### src/rtl/mult_pkg.sv
// Shared types for the digit-serial multiplier slice: digit and partial-product
// widths, the sequencer state encoding and the shift tag that travels alongside
// each partial product through the 2x2 stage.
package mult_pkg;

  localparam int DIGIT_W = 2;  // operand digit fed to the 2x2 stage
  localparam int PP_W    = 4;  // 2x2 partial product width

  // Tag shift field is sized for the widest operand the sequencer supports
  // (N up to 128); narrower instances simply leave the top bits zero.
  localparam int SHIFT_W = 8;

  typedef enum logic [1:0] {
    IDLE  = 2'd0,
    ISSUE = 2'd1,
    DRAIN = 2'd2,
    DONE  = 2'd3
  } state_t;

  typedef struct packed {
    logic               valid;
    logic [SHIFT_W-1:0] shift;
  } tag_t;

endpackage

### src/rtl/pp_tag_pipe.sv
// Shift register carrying partial-product tags in lockstep with the 2x2 stage.
// Ports: Clk, rst (synchronous, active-high), push tag in, pop tag out LAT cycles
// later, pending = a valid tag is still in flight behind the one now emerging.
module pp_tag_pipe
  import mult_pkg::*;
#(
  parameter int LAT = 2
) (
  input  logic Clk,
  input  logic rst,
  input  tag_t push,
  output tag_t pop,
  output logic pending
);

  tag_t stg [LAT];

  always_ff @(posedge Clk) begin
    if (rst) begin
      for (int s = 0; s < LAT; s++) stg[s] <= '0;
    end else begin
      stg[0] <= push;
      for (int s = 1; s < LAT; s++) stg[s] <= stg[s-1];
    end
  end

  assign pop = stg[LAT-1];

  // Every stage except the output one counts as "still coming".
  always_comb begin
    pending = 1'b0;
    for (int s = 0; s < LAT - 1; s++) pending = pending | stg[s].valid;
  end

endmodule

### src/rtl/mult4x4_pp_accum.sv
// N x N unsigned multiplier built by sequencing digit pairs through an external
// registered 2x2 stage and accumulating the shifted partial products.
// Ports: Clk, rst (sync, active-high); in_valid/in_ready + a/b operand input;
// mul_a/mul_b out to the 2x2 stage, mul_p back from it; out_valid/out_ready +
// product result. Accepts one operand pair only in IDLE; holds the result until
// out_ready.
module mult4x4_pp_accum
  import mult_pkg::*;
#(
  parameter int N       = 4,
  parameter int MUL_LAT = 2
) (
  input  logic                Clk,
  input  logic                rst,
  input  logic                in_valid,
  output logic                in_ready,
  input  logic [N-1:0]        a,
  input  logic [N-1:0]        b,
  output logic [DIGIT_W-1:0]  mul_a,
  output logic [DIGIT_W-1:0]  mul_b,
  input  logic [PP_W-1:0]     mul_p,
  output logic                out_valid,
  input  logic                out_ready,
  output logic [2*N-1:0]      product
);

  localparam int D     = N / DIGIT_W;
  localparam int NPP   = D * D;
  localparam int K_W   = $clog2(NPP + 1);
  localparam int ACC_W = 2 * N;

  state_t           state;
  logic [K_W-1:0]   k;
  logic [N-1:0]     a_r;
  logic [N-1:0]     b_r;
  logic [ACC_W-1:0] acc;
  logic [ACC_W-1:0] acc_nxt;
  tag_t             push;
  tag_t             pop;
  logic             pending;
  logic             last_issue;
  logic             drain_done;
  int               di;
  int               dj;

  // Issue side: digit i of a walks fastest, digit j of b steps every D cycles.
  always_comb begin
    di    = int'(k) % D;
    dj    = int'(k) / D;
    mul_a = '0;
    mul_b = '0;
    push  = '0;
    if (state == ISSUE) begin
      mul_a      = DIGIT_W'(a_r >> (DIGIT_W * di));
      mul_b      = DIGIT_W'(b_r >> (DIGIT_W * dj));
      push.valid = 1'b1;
      push.shift = SHIFT_W'(DIGIT_W * (di + dj));
    end
  end

  pp_tag_pipe #(.LAT(MUL_LAT)) u_tag_pipe (
    .Clk     (Clk),
    .rst     (rst),
    .push    (push),
    .pop     (pop),
    .pending (pending)
  );

  // mul_p only means something when a valid tag emerges with it.
  always_comb begin
    acc_nxt = acc;
    if (pop.valid) acc_nxt = acc + (ACC_W'(mul_p) << pop.shift);
  end

  assign last_issue = (k == K_W'(NPP - 1));
  assign drain_done = pop.valid && !pending;

  always_ff @(posedge Clk) begin
    if (rst) begin
      state   <= IDLE;
      k       <= '0;
      a_r     <= '0;
      b_r     <= '0;
      acc     <= '0;
      product <= '0;
    end else begin
      case (state)
        IDLE: begin
          if (in_valid) begin
            a_r   <= a;
            b_r   <= b;
            acc   <= '0;
            k     <= '0;
            state <= ISSUE;
          end
        end
        ISSUE: begin
          // With a short stage latency, early products land while still issuing.
          acc <= acc_nxt;
          k   <= k + 1'b1;
          if (last_issue) state <= DRAIN;
        end
        DRAIN: begin
          acc <= acc_nxt;
          if (drain_done) begin
            product <= acc_nxt;
            state   <= DONE;
          end
        end
        DONE: begin
          if (out_ready) state <= IDLE;
        end
        default: state <= IDLE;
      endcase
    end
  end

  assign in_ready  = (state == IDLE);
  assign out_valid = (state == DONE);

endmodule

### config.mk
export PLATFORM = sky130hd
export DESIGN_NAME = mult4x4_pp_accum
export DESIGN_NICKNAME = d
export VERILOG_FILES = /design/src/rtl/mult_pkg.sv /design/src/rtl/pp_tag_pipe.sv /design/src/rtl/mult4x4_pp_accum.sv
export SDC_FILE = /design/constraint.sdc
export NUM_CORES = 1
export LEC_CHECK = 0
export BUFFER_PORTS_ARGS = -buffer_cell sky130_fd_sc_hd__buf_2
export CAP_MARGIN = 20
export CELL_PAD_IN_SITES_DETAIL_PLACEMENT = 1
export CELL_PAD_IN_SITES_GLOBAL_PLACEMENT = 1
export CORE_MARGIN = 1.5
export CORE_UTILIZATION = 45
export DETAILED_ROUTE_END_ITERATION = 12
export GPL_TIMING_DRIVEN = 0
export PLACE_DENSITY = 0.83
export SKIP_LAST_GASP = 1
export SLEW_MARGIN = 20
export SYNTH_ARGS = -nofsm -noshare
export SYNTH_HDL_FRONTEND = slang
export SYNTH_SLANG_ARGS = --single-unit
### constraint.sdc
create_clock -name Clk -period 4.1 [get_ports Clk]
set_input_delay 0.205 -clock Clk [delete_from_list [all_inputs] [get_ports Clk]]
set_output_delay 0.205 -clock Clk [all_outputs]
set_load 0.01 [all_outputs]
==> key figures, run 1 <==
STA
  • Fmax: 361 MHz
  • Final TNS setup: 0 ps
  • Fin Hold WS: 136 ps
  • Slew headroom: 0.659
  • Fin crit period: 2770 ps
  • Number of hold violations in the final report: 0
  • Unrepaired setup endpoints after global routing: false
  • Post-route clock skew: 11.0 ps
  • Pins Over Slew Limit: 0
  • Post-route clock period utilization: 0.675
  • Setup violations, final: 0
  • Measured slew at the worst slew-check pin: 505 ps

Power and ir drop
  • Leakage power summed over all cells: 0.000901 uW
  • Power per cell area: 428 nW/um2
  • IR Drop Worst-Case VDD: 273 uV
  • Sum of internal, switching and leakage power: 962 uW

Global routing
  • Initial antenna violation count: 0
  • Wire length of the first global-routing pass: 7870 um
  • Fraction of met1 tracks used by global routing: 0.279
  • Met2 demand-to-capacity share in global routing: 0.325
  • Most crowded layer after global routing: met2
  • Vias in the first global route: 1,641
  • Total global routing track utilization: 0.207
  • Global-route track usage on met3: 0.0599
  • Largest net degree at the start of global routing: 12
  • Sum of overflow across all layers after global routing: 0

Worst setup path
  • Depth of the most critical reg-to-reg path: 9
  • Startpoint kind of the worst setup timing path: flip-flop
  • CP startpoint: u_tag_pipe.stg[0][11]
  • Arrival @ worst endpoint: 2980 ps
  • Crit Reg-Reg Startpoint: u_tag_pipe.stg[0][11]
  • Required @ worst endpoint: 4310 ps
  • CP max FO: 9
  • CP endpoint kind: flip-flop
  • Type of the worst setup path: reg2reg

Floorplanning
  • Cell row count: 23
  • Initial cell density of the core: 0.480
  • Number of top-level design ports: 30
  • Die height: 69.1 um
  • Die Outline Area: 4770 um2
  • Horizontal extent of the die: 69.1 um
  • Core footprint: 4090 um2

Worst hold path
  • Worst min-delay path class: in2reg
  • HP Start: a[0]
  • Hold Crit Depth: 3

Yosys
  • Post-Synthesis Net Count: 261
  • Number of storage elements in the synthesis netlist: 37
  • Post-Synth Adder-Cell Area: 0.0994
  • Post-synthesis cell area: 1960 um2
  • Synthesized instance count: 230
  • Sequential cell area fraction in the yosys report: 0.377
  • Unique cell type count in the Yosys netlist: 45
  • YS warnings: 0
  • Share of synthesized cell area in and, or, nand and nor gates: 0.238
  • Number of synthesized flops with an enable pin: 0
  • Largest family of logic cells by synthesized area: simple AND/OR/NAND/NOR gates
  • Post-synthesis area per instance: 8.54 um2
  • Compound-gate portion of the synthesized area: 0.172
  • Fraction of synthesized cell area in xor and xnor cells: 0.0134
  • Proportion of synthesized area in mux cells: 0.0567
  • Synth async-reset ratio: 0
  • Most frequently used flop master after synthesis: dfxtp_1

Run status
  • Result of the run: finished, final reports clean

Cells and area
  • Area growth, synth to finish: 14.5%
  • Layout cell share with drive strength beyond 1: 0.162
  • Post-route cell area: 2250 um2
  • Multi-input gate area in the final layout: 1140 um2
  • Count of nets after finishing: 296
  • Commonest cells after routing, fill and taps aside: dfxtp_1 (37), buf_2 (29), nand2_1 (28)
  • Fill cell instance count of the final layout: 512
  • Most frequent standard cell in the layout excluding fill and tap cells: dfxtp_1
  • Area used by sequential logic in the layout: 741 um2
  • Total inserted antenna cells: 0

Placement
  • Dpl hpwl: 3700 um
  • Count of input and output buffers: 28
  • Cell Area, Placed: 2170 um2
  • Gp weighted congestion: 0.792

Clocking
  • Root Driver: clkbuf_8
  • Reg clk slew, reported paths: 80 ps
  • Clock insertion delay at the later pin of the skew report: 300 ps
  • CTS Hold Bufs: 0
  • CTS tree: built
  • Number of sinks on the clock net: 37
  • Buffers from clock root to sink, at most: 2
  • Htree depth: 2
  • Clock buffer count from CTS: 5
  • Count of cells resized by post-cts repair: 0
  • Count of buffers added by post-CTS timing repair for setup: 0

Routing
  • DRT antenna net count: 0
  • Detailed Routing Iterations Pass 1: 4
  • Final wirelength: 4730 um
  • Remaining design rule violation count: 0
  • Vias per cell: 5.50
  • Wire length per cell: 15.0 um
  • Overall via count from detail_route: 1,738
  • DRC violation total after the first TritonRoute iteration: 42

Job
  • Maximum capacitance violations: 0
routing by layer:
metal,vias to the layer above,wire length [um],part of all wire
met2,41,2130,0.45
met4,0,70,0.015
li1,873,-,-
met1,815,2300,0.48
met5,-,0,0
met3,9,233,0.049
synthesized netlist by cell type, types with 2 or more instances:
library cell,n,area (um2)
dfxtp_1,37,741
nand2_1,28,105
nor2_1,21,78.8
a21oi_1,19,95.1
ha_1,14,175
inv_1,11,41.3
mux2i_1,10,100
nor2b_1,10,62.6
nand3b_1,9,67.6
o21ai_0,9,45.0
clkbuf_1,7,26.3
a211oi_1,5,37.5
nand3_1,5,25.0
a22oi_1,3,22.5
and2_1,3,18.8
nor3_1,3,15.0
nor3b_1,3,22.5
a32oi_1,2,17.5
nand2b_1,2,12.5
o21a_1,2,15.0
or3_1,2,12.5
xnor2_1,2,17.5
per-stage QoR:
step / util / worst slack [ps] / cells
2_1_floorplan: - / 1580 / 230
3_3_place_gp: 0.530 / 1360 / 308
3_5_place_dp: 0.530 / 1340 / 308
4_1_cts: 0.550 / 1320 / 316
5_1_grt: 0.550 / 1140 / 316
6_report: 0.550 / 1330 / 316
area by class of cell:
cell class | instances | area share
buffer | 10 | 0.0195
clock buffer | 6 | 0.0323
clock inverter | 2 | 0.00445
inverter | 11 | 0.0184
multi-input combinational | 172 | 0.506
sequential | 37 | 0.329
tap | 50 | 0.0278
timing repair buffer | 28 | 0.0623
critical path: stages, from the launching register on:
cell	delay [ps]
dfxtp_1	300
clkbuf_2	160
or4b_2	700
inv_1	90
ha_1	240
a211oi_1	300
or3_1	180
a21oi_1	110
or3_1	360
a311oi_1	250
power breakdown:
part           switching (uW)  internal [uW]  total, uW  leakage (uW)
sequential               25.3            391        417      0.000300
clock                     134            118        252     0.0000450
combinational             183            111        294      0.000556
state kept, by name, summed over array words and instances, names as in the netlist:
signal and flops:
b_r 4, k 3, product 8, acc 8, state 2, a_r 4
u_tag_pipe.stg 8
cell families after synthesis:
group / after synthesis
simple gates: 91
compound gates: 52
flops: 37
buf+inv: 21
fa+ha+maj: 15
mux: 11
xor+xnor: 3
worst paths after layout:
path | end | slack (ps)
max | product[7] | 1330
max reg2reg | product[7] | 1330
min | a_r[0] | 140
min reg2reg | u_tag_pipe.stg[0][10] | 440
(Power assumes the default switching activity.)
==> inputs of run 2 (changes only) <==
--- a/config.mk
+++ b/config.mk
@@ -10,10 +10,10 @@
 export CELL_PAD_IN_SITES_DETAIL_PLACEMENT = 1
 export CELL_PAD_IN_SITES_GLOBAL_PLACEMENT = 1
 export CORE_MARGIN = 1.5
-export CORE_UTILIZATION = 45
+export CORE_UTILIZATION = 38
 export DETAILED_ROUTE_END_ITERATION = 12
 export GPL_TIMING_DRIVEN = 0
-export PLACE_DENSITY = 0.83
+export PLACE_DENSITY = 0.75
 export SKIP_LAST_GASP = 1
 export SLEW_MARGIN = 20
 export SYNTH_ARGS = -nofsm -noshare
==> constraint.sdc (replaced) <==
create_clock -name Clk -period 2.5 [get_ports Clk]
set_input_delay 0.125 -clock Clk [delete_from_list [all_inputs] [get_ports Clk]]
set_output_delay 0.125 -clock Clk [all_outputs]
set_load 0.01 [all_outputs]
==> run 2 against run 1 <==
Maximum frequency grew 11%. The run now ends with negative setup slack left. Highest routed layer unchanged. Die area grew 18%. Combinational power grew 74%.
==> key figures, run 2 (same netlist as run 1, synthesis figures left out) <==
Run status
  • Result of the run: finished, violations left
  • Violated checks: negative setup slack

Worst setup path
  • Required @ worst endpoint: 2690 ps
  • Startpoint kind of the worst setup timing path: flip-flop
  • CP endpoint kind: flip-flop
  • Depth of the most critical reg-to-reg path: 9
  • WP buf/inv: 1
  • Type of the worst setup path: reg2reg
  • Family with the most delay on the worst path: simple AND/OR/NAND/NOR gates
  • Cell-by-cell listing of the critical path: buf_6 > mux2i_4 > nor3_1 > ha_2 > o211ai_2 > or3_4 > and3_4 > or3_1 > a311oi_2
  • Setup slack of the most critical reg-to-reg path: -5 ps
  • Reg2Reg Capture Point: product[7]
  • Arrival @ worst endpoint: 2700 ps
  • Worst path slowest cell: or3_4
  • Largest incremental delay on the critical path: 380 ps
  • Crit Reg-Reg Startpoint: u_tag_pipe.stg[0][10]
  • CP max FO: 8

Clocking
  • Clock buffer count from CTS: 5
  • Clock insertion delay at the later pin of the skew report: 290 ps
  • Buffers from clock root to sink, at most: 2
  • Number of sinks on the clock net: 37
  • CTS Hold Bufs: 0
  • Reg clk slew, reported paths: 80 ps
  • Htree depth: 2
  • Root Driver: clkbuf_8
  • CTS tree: built

Cells and area
  • Commonest cells after routing, fill and taps aside: dfxtp_1 (34), buf_2 (29), nand2_1 (28)
  • Count of nets after finishing: 301
  • Layout cell share with drive strength beyond 1: 0.240
  • Fill cell instance count of the final layout: 593
  • Post-route cell area: 2420 um2
  • Most frequent standard cell in the layout excluding fill and tap cells: dfxtp_1
  • Area growth, synth to finish: 23.2%
  • Share of the core filled with cells: 0.499
  • Largest registers: acc x8, product x8, u_tag_pipe.stg x8
  • Number of cells in the finished layout apart from fillers: 338
  • Total inserted antenna cells: 0

STA
  • Post-route clock skew: 3.22 ps
  • Setup slack after layout: -5.20 ps
  • Fmax: 399 MHz
  • Fin crit period: 2510 ps
  • Post-route clock period utilization: 1.00
  • Slew headroom: 0.571
  • Setup violations, final: 1
  • Final TNS setup: -5.20 ps
  • Unrepaired setup endpoints after global routing: true
  • Pins Over Slew Limit: 0
  • Measured slew at the worst slew-check pin: 626 ps
  • Number of hold violations in the final report: 0

Global routing
  • Total global routing track utilization: 0.194
  • Wire length of the first global-routing pass: 8160 um
  • Largest net degree at the start of global routing: 13
  • Vias in the first global route: 1,847
  • Initial antenna violation count: 0
  • Sum of overflow across all layers after global routing: 0

Routing
  • Vias per cell: 5.17
  • DRT antenna net count: 0
  • Remaining design rule violation count: 0
  • Wire length per cell: 15.0 um
  • Detailed Routing Iterations Pass 1: 4
  • DRC violation total after the first TritonRoute iteration: 70
  • Overall via count from detail_route: 1,749
  • Final wirelength: 5070 um

Placement
  • Cell Area, Placed: 2200 um2
  • Dpl hpwl: 3740 um
  • Gp weighted congestion: 0.805
  • Count of input and output buffers: 28
  • Number of instances in the placed design: 325

Floorplanning
  • Die height: 74.9 um
  • Die Outline Area: 5610 um2
  • Core footprint: 4850 um2
  • Cell row count: 25
  • Number of top-level design ports: 30
  • Horizontal extent of the die: 74.9 um
  • Initial cell density of the core: 0.405

Worst hold path
  • Hold Crit Depth: 3
  • Worst min-delay path class: in2reg
  • Worst hold path endpoint: a_r[0]
  • HP Start: a[0]

Power and ir drop
  • Power per cell area: 707 nW/um2
  • Sum of internal, switching and leakage power: 1710 uW
  • Leakage power summed over all cells: 0.000946 uW
  • IR Drop Worst-Case VDD: 504 uV

Job
  • Maximum capacitance violations: 0
-- run 2: per-stage QoR --
step,hold WS [ps],setup slack [ps]
5_1_grt,78.7,-127
6_report,70.0,-5.20
4_1_cts,61.2,8.60
3_5_place_dp,372,-15.0
2_1_floorplan,261,127
3_3_place_gp,366,14.1
-- run 2: layout make-up --
type / count / area [um2] / area share
multi-input combinational: 172 / 1210 / 0.500
sequential: 37 / 744 / 0.308
timing repair buffer: 34 / 185 / 0.0766
tap: 67 / 83.8 / 0.0347
clock buffer: 6 / 72.6 / 0.0300
buffer: 9 / 42.5 / 0.0176
inverter: 11 / 41.3 / 0.0171
clock inverter: 2 / 38.8 / 0.0160
-- run 2: worst max-delay path by stage --
stage                                from    endpoint  slack, ps  cells after the start
detailed placement  u_tag_pipe.stg[0][11]  product[7]        -10                      9
global placement    u_tag_pipe.stg[0][10]  product[7]         10                      9
finish              u_tag_pipe.stg[0][10]  product[7]         -5                      9
floorplan           u_tag_pipe.stg[0][10]      acc[7]        130                      9
global route        u_tag_pipe.stg[0][10]  product[7]       -130                      9
CTS                 u_tag_pipe.stg[0][10]  product[7]          9                      9
-- run 2: what timing repair did --
item / in CTS / in global routing
endpoints found under the setup margin: 3 / 6
pin swaps: 5 / 8
gates resized for setup: 4 / 16
buffers inserted: 2 / 4
-- run 2: per-layer routing --
layer,vias to the layer above,track usage,wire [um]
li1,882,-,-
met1,829,0.217,2270
met2,27,0.357,2550
met3,11,0.0415,159
met4,0,0.0747,95
met5,-,0,0
-- run 2: worst reg2reg max path, stage by stage, from the launching register on --
cell and delay [ps]:
dfxtp_2 320, buf_6 130, mux2i_4 250, nor3_1 70, ha_2 360, o211ai_2 100, or3_4 380, and3_4 170
or3_1 340, a311oi_2 280
-- run 2: power by group --
| group | internal, uW | switching [uW] | leakage [uW] |
|---|---|---|---|
| sequential | 642 | 42.5 | 0.000301 |
| clock | 299 | 215 | 0.0000554 |
| combinational | 195 | 316 | 0.000589 |
| total | 1140 | 574 | 0.000946 |
==> inputs of run 3 (changes only) <==
--- a/config.mk
+++ b/config.mk
@@ -9,13 +9,14 @@
 export CAP_MARGIN = 20
 export CELL_PAD_IN_SITES_DETAIL_PLACEMENT = 1
 export CELL_PAD_IN_SITES_GLOBAL_PLACEMENT = 1
-export CORE_MARGIN = 1.5
-export CORE_UTILIZATION = 38
+export CORE_MARGIN = 2
+export CORE_UTILIZATION = 40
 export DETAILED_ROUTE_END_ITERATION = 12
 export GPL_TIMING_DRIVEN = 0
-export PLACE_DENSITY = 0.75
+export PLACE_DENSITY = 0.76
 export SKIP_LAST_GASP = 1
 export SLEW_MARGIN = 20
 export SYNTH_ARGS = -nofsm -noshare
 export SYNTH_HDL_FRONTEND = slang
+export SYNTH_HIERARCHICAL = 1
 export SYNTH_SLANG_ARGS = --single-unit
==> run 3 against run 2 <==
The flow still finishes with violations (negative setup slack). Sequential power rose by 24%. Clock power down 13%. Final cell count grew 22%. Area after synthesis rose by 24%. Register-to-register slack worse by 90 ps. Maximum frequency is 3.3% lower. Design area grew 31%. Utilization rose by 4.0 points. Total power increased by 12%. Critical endpoint is now acc[7]. Largest cell class unchanged. Largest power group unchanged.
==> key figures, run 3 <==
Run status
  • Result of the run: finished, violations left
  • Violated checks: negative setup slack

STA
  • Number of hold violations in the final report: 0
  • Unrepaired setup endpoints after global routing: true
  • Slew headroom: 0.505
  • Final TNS setup: -351 ps
  • Fin Hold WS: 56.3 ps
  • Setup violations, final: 6
  • Pins Over Slew Limit: 0
  • Setup slack after layout: -91.6 ps
  • Fmax: 386 MHz
  • Post-route clock skew: 19.8 ps
  • Post-route clock period utilization: 1.04
  • Measured slew at the worst slew-check pin: 735 ps
  • Fin crit period: 2590 ps

Yosys
  • Commonest cells in the netlist: dfxtp_1 (47), nor2_1 (31), nand2_1 (28), nor2b_1 (22), a21oi_1 (15)
  • Sequential cell area fraction in the yosys report: 0.388
  • Synthesized instance count: 280
  • Post-synthesis area per instance: 8.67 um2
  • Number of synthesized flops with an enable pin: 0
  • Most frequently used flop master after synthesis: dfxtp_1
  • Number of storage elements in the synthesis netlist: 47
  • Post-synthesis cell area: 2430 um2
  • Count leader, synth: dfxtp_1
  • Synth top area cells: dfxtp_1 (39%), ha_1 (7.2%), nor2b_1 (5.7%)
  • Cell type with the largest total area after synthesis: dfxtp_1
  • YS warnings: 6
  • Unique cell type count in the Yosys netlist: 46
  • Top-area cell type share of the netlist area: 0.388
  • Synth async-reset ratio: 0

Power and ir drop
  • Power per cell area: 601 nW/um2
  • Leakage power summed over all cells: 0.00130 uW
  • IR Drop Worst-Case VDD: 468 uV

Clocking
  • Htree depth: 2
  • Buffers from clock root to sink, at most: 2
  • Clock insertion delay at the later pin of the skew report: 310 ps
  • Clock buffer count from CTS: 5
  • CTS Hold Bufs: 0
  • Number of sinks on the clock net: 47
  • Reg clk slew, reported paths: 100 ps
  • CTS tree: built
  • Root Driver: clkbuf_8

Global routing
  • Vias in the first global route: 2,126
  • Sum of overflow across all layers after global routing: 0
  • Wire length of the first global-routing pass: 9990 um
  • Largest net degree at the start of global routing: 14
  • Initial antenna violation count: 0
  • Total global routing track utilization: 0.195

Cells and area
  • Area growth, synth to finish: 30.8%
  • Largest registers: u_tag_pipe/stg x18, acc x8, product x8
  • Commonest cells after routing, fill and taps aside: dfxtp_1 (44), nor2_1 (30), buf_2 (30)
  • Largest reg by FF count: u_tag_pipe/stg
  • Total inserted antenna cells: 0
  • Multi-input gate area in the final layout: 1590 um2
  • Flip-flop count of the largest register after layout: 18
  • Layout cell share with drive strength beyond 1: 0.322
  • Post-route cell area: 3170 um2
  • Count of nets after finishing: 369
  • Fill cell instance count of the final layout: 692
  • Area used by sequential logic in the layout: 945 um2
  • Share of the core filled with cells: 0.539
  • Most frequent standard cell in the layout excluding fill and tap cells: dfxtp_1

Worst setup path
  • Startpoint kind of the worst setup timing path: flip-flop
  • CP startpoint: u_tag_pipe/stg[0][16]
  • Crit Reg-Reg Startpoint: u_tag_pipe/stg[0][16]
  • CP endpoint kind: flip-flop
  • Required @ worst endpoint: 2710 ps
  • Depth of the most critical reg-to-reg path: 13
  • Type of the worst setup path: reg2reg
  • Setup slack of the most critical reg-to-reg path: -90 ps
  • Reg2Reg Capture Point: acc[7]
  • Arrival @ worst endpoint: 2800 ps
  • CP max FO: 3
  • Critical path capture point: acc[7]

Routing
  • Wire length per cell: 15.5 um
  • Vias per cell: 5.14
  • Detailed Routing Iterations Pass 1: 4
  • DRC violation total after the first TritonRoute iteration: 62
  • Final wirelength: 6430 um
  • Overall via count from detail_route: 2,128
  • Remaining design rule violation count: 0
  • DRT antenna net count: 0

Floorplanning
  • Initial cell density of the core: 0.412
  • Core footprint: 5890 um2
  • Die height: 81.9 um
  • Number of top-level design ports: 30
  • Horizontal extent of the die: 81.9 um
  • Cell row count: 28
  • Die Outline Area: 6710 um2

Placement
  • Pre-CTS setup slack: -634 ps
  • Gp weighted congestion: 0.815
  • Dpl hpwl: 4130 um
  • Cell Area, Placed: 2730 um2
  • Count of input and output buffers: 29

Job
  • Maximum capacitance violations: 0

Worst hold path
  • Worst min-delay path class: in2reg
## run 3: cell types whose count changed after synthesis, moves of 3 or more
cell | previous run | this run
nor2_1 | 21 | 31
o31ai_1 | 0 | 3
a211oi_1 | 5 | 8
and2b_1 | 0 | 7
nand3b_1 | 9 | 4
nor2b_1 | 10 | 22
dfxtp_1 | 37 | 47
buf_4 | 1 | 10
nand2b_1 | 2 | 6
a31oi_1 | 0 | 3
a21oi_1 | 19 | 15
## run 3: power breakdown
part           switching (uW)  total [uW]  internal [uW]  leakage [uW]
sequential               43.0         851            808      0.000384
combinational             365         610            245      0.000876
clock                     249         446            197     0.0000422
total                     657        1910           1250       0.00130
## run 3: per-layer routing
metal,up-vias,GRT usage,wire [um]
met1,1027,0.231,2800
met3,13,0.0363,163
met4,0,0.0700,183
met5,-,0,0
li1,1057,-,-
met2,31,0.349,3280
## run 3: critical path, cell delays in order, from the launching register on
cell,delay [ps]
dfxtp_1,300
buf_4,130
nor2_4,130
nand2_2,70
buf_4,140
buf_4,120
buf_4,130
nor2_1,100
ha_1,290
a21oi_2,200
o21ai_2,90
or3b_1,380
and2_0,150
a221o_1,280
## run 3: how the worst min path moves through the flow
stage | from | endpoint | depth (start not counted)
finish | b[3] | b_r[3] | 3
global route | b[3] | b_r[3] | 3
CTS | b[1] | b_r[1] | 3
detailed placement | b[1] | b_r[1] | 3
global placement | b[0] | b_r[0] | 3
floorplan | rst | u_tag_pipe/stg[0][15] | 1
## run 3: cell type report
| class | instances | area share |
|---|---|---|
| Clock inverter | 1 | 0.00158 |
| Inverter | 13 | 0.0154 |
| Tap cell | 75 | 0.0296 |
| Multi-Input combinational cell | 204 | 0.502 |
| Buffer | 15 | 0.0276 |
| Timing Repair Buffer | 52 | 0.102 |
| Sequential cell | 47 | 0.298 |
| Clock buffer | 7 | 0.0240 |
## run 3: cells by family after synthesis
group                    Yosys count  share of synthesized area
AO/OA/AOI/OAI                     56                      0.154
XOR/XNOR                           2                     0.0129
adder cells (fa/ha/maj)           15                     0.0804
buffers and inverters             33                     0.0701
flip-flops                        47                      0.388
multiplexers                      11                     0.0515
other                              1                    0.00154
AND/OR/NAND/NOR                  115                      0.242
## run 3: repair_timing
action,CTS,global route
setup endpoints to repair,9,12
pin swaps,27,19
setup buffers,19,4
cloned,0,0
endpoints found under the hold margin,0,0
gates resized for setup,27,20
## run 3: per-stage QoR
stage,cells,total power [uW]
floorplan,284,1250
detailed placement,388,1410
finish,414,1910
global placement,388,1390
global route,414,2030
CTS,410,1880
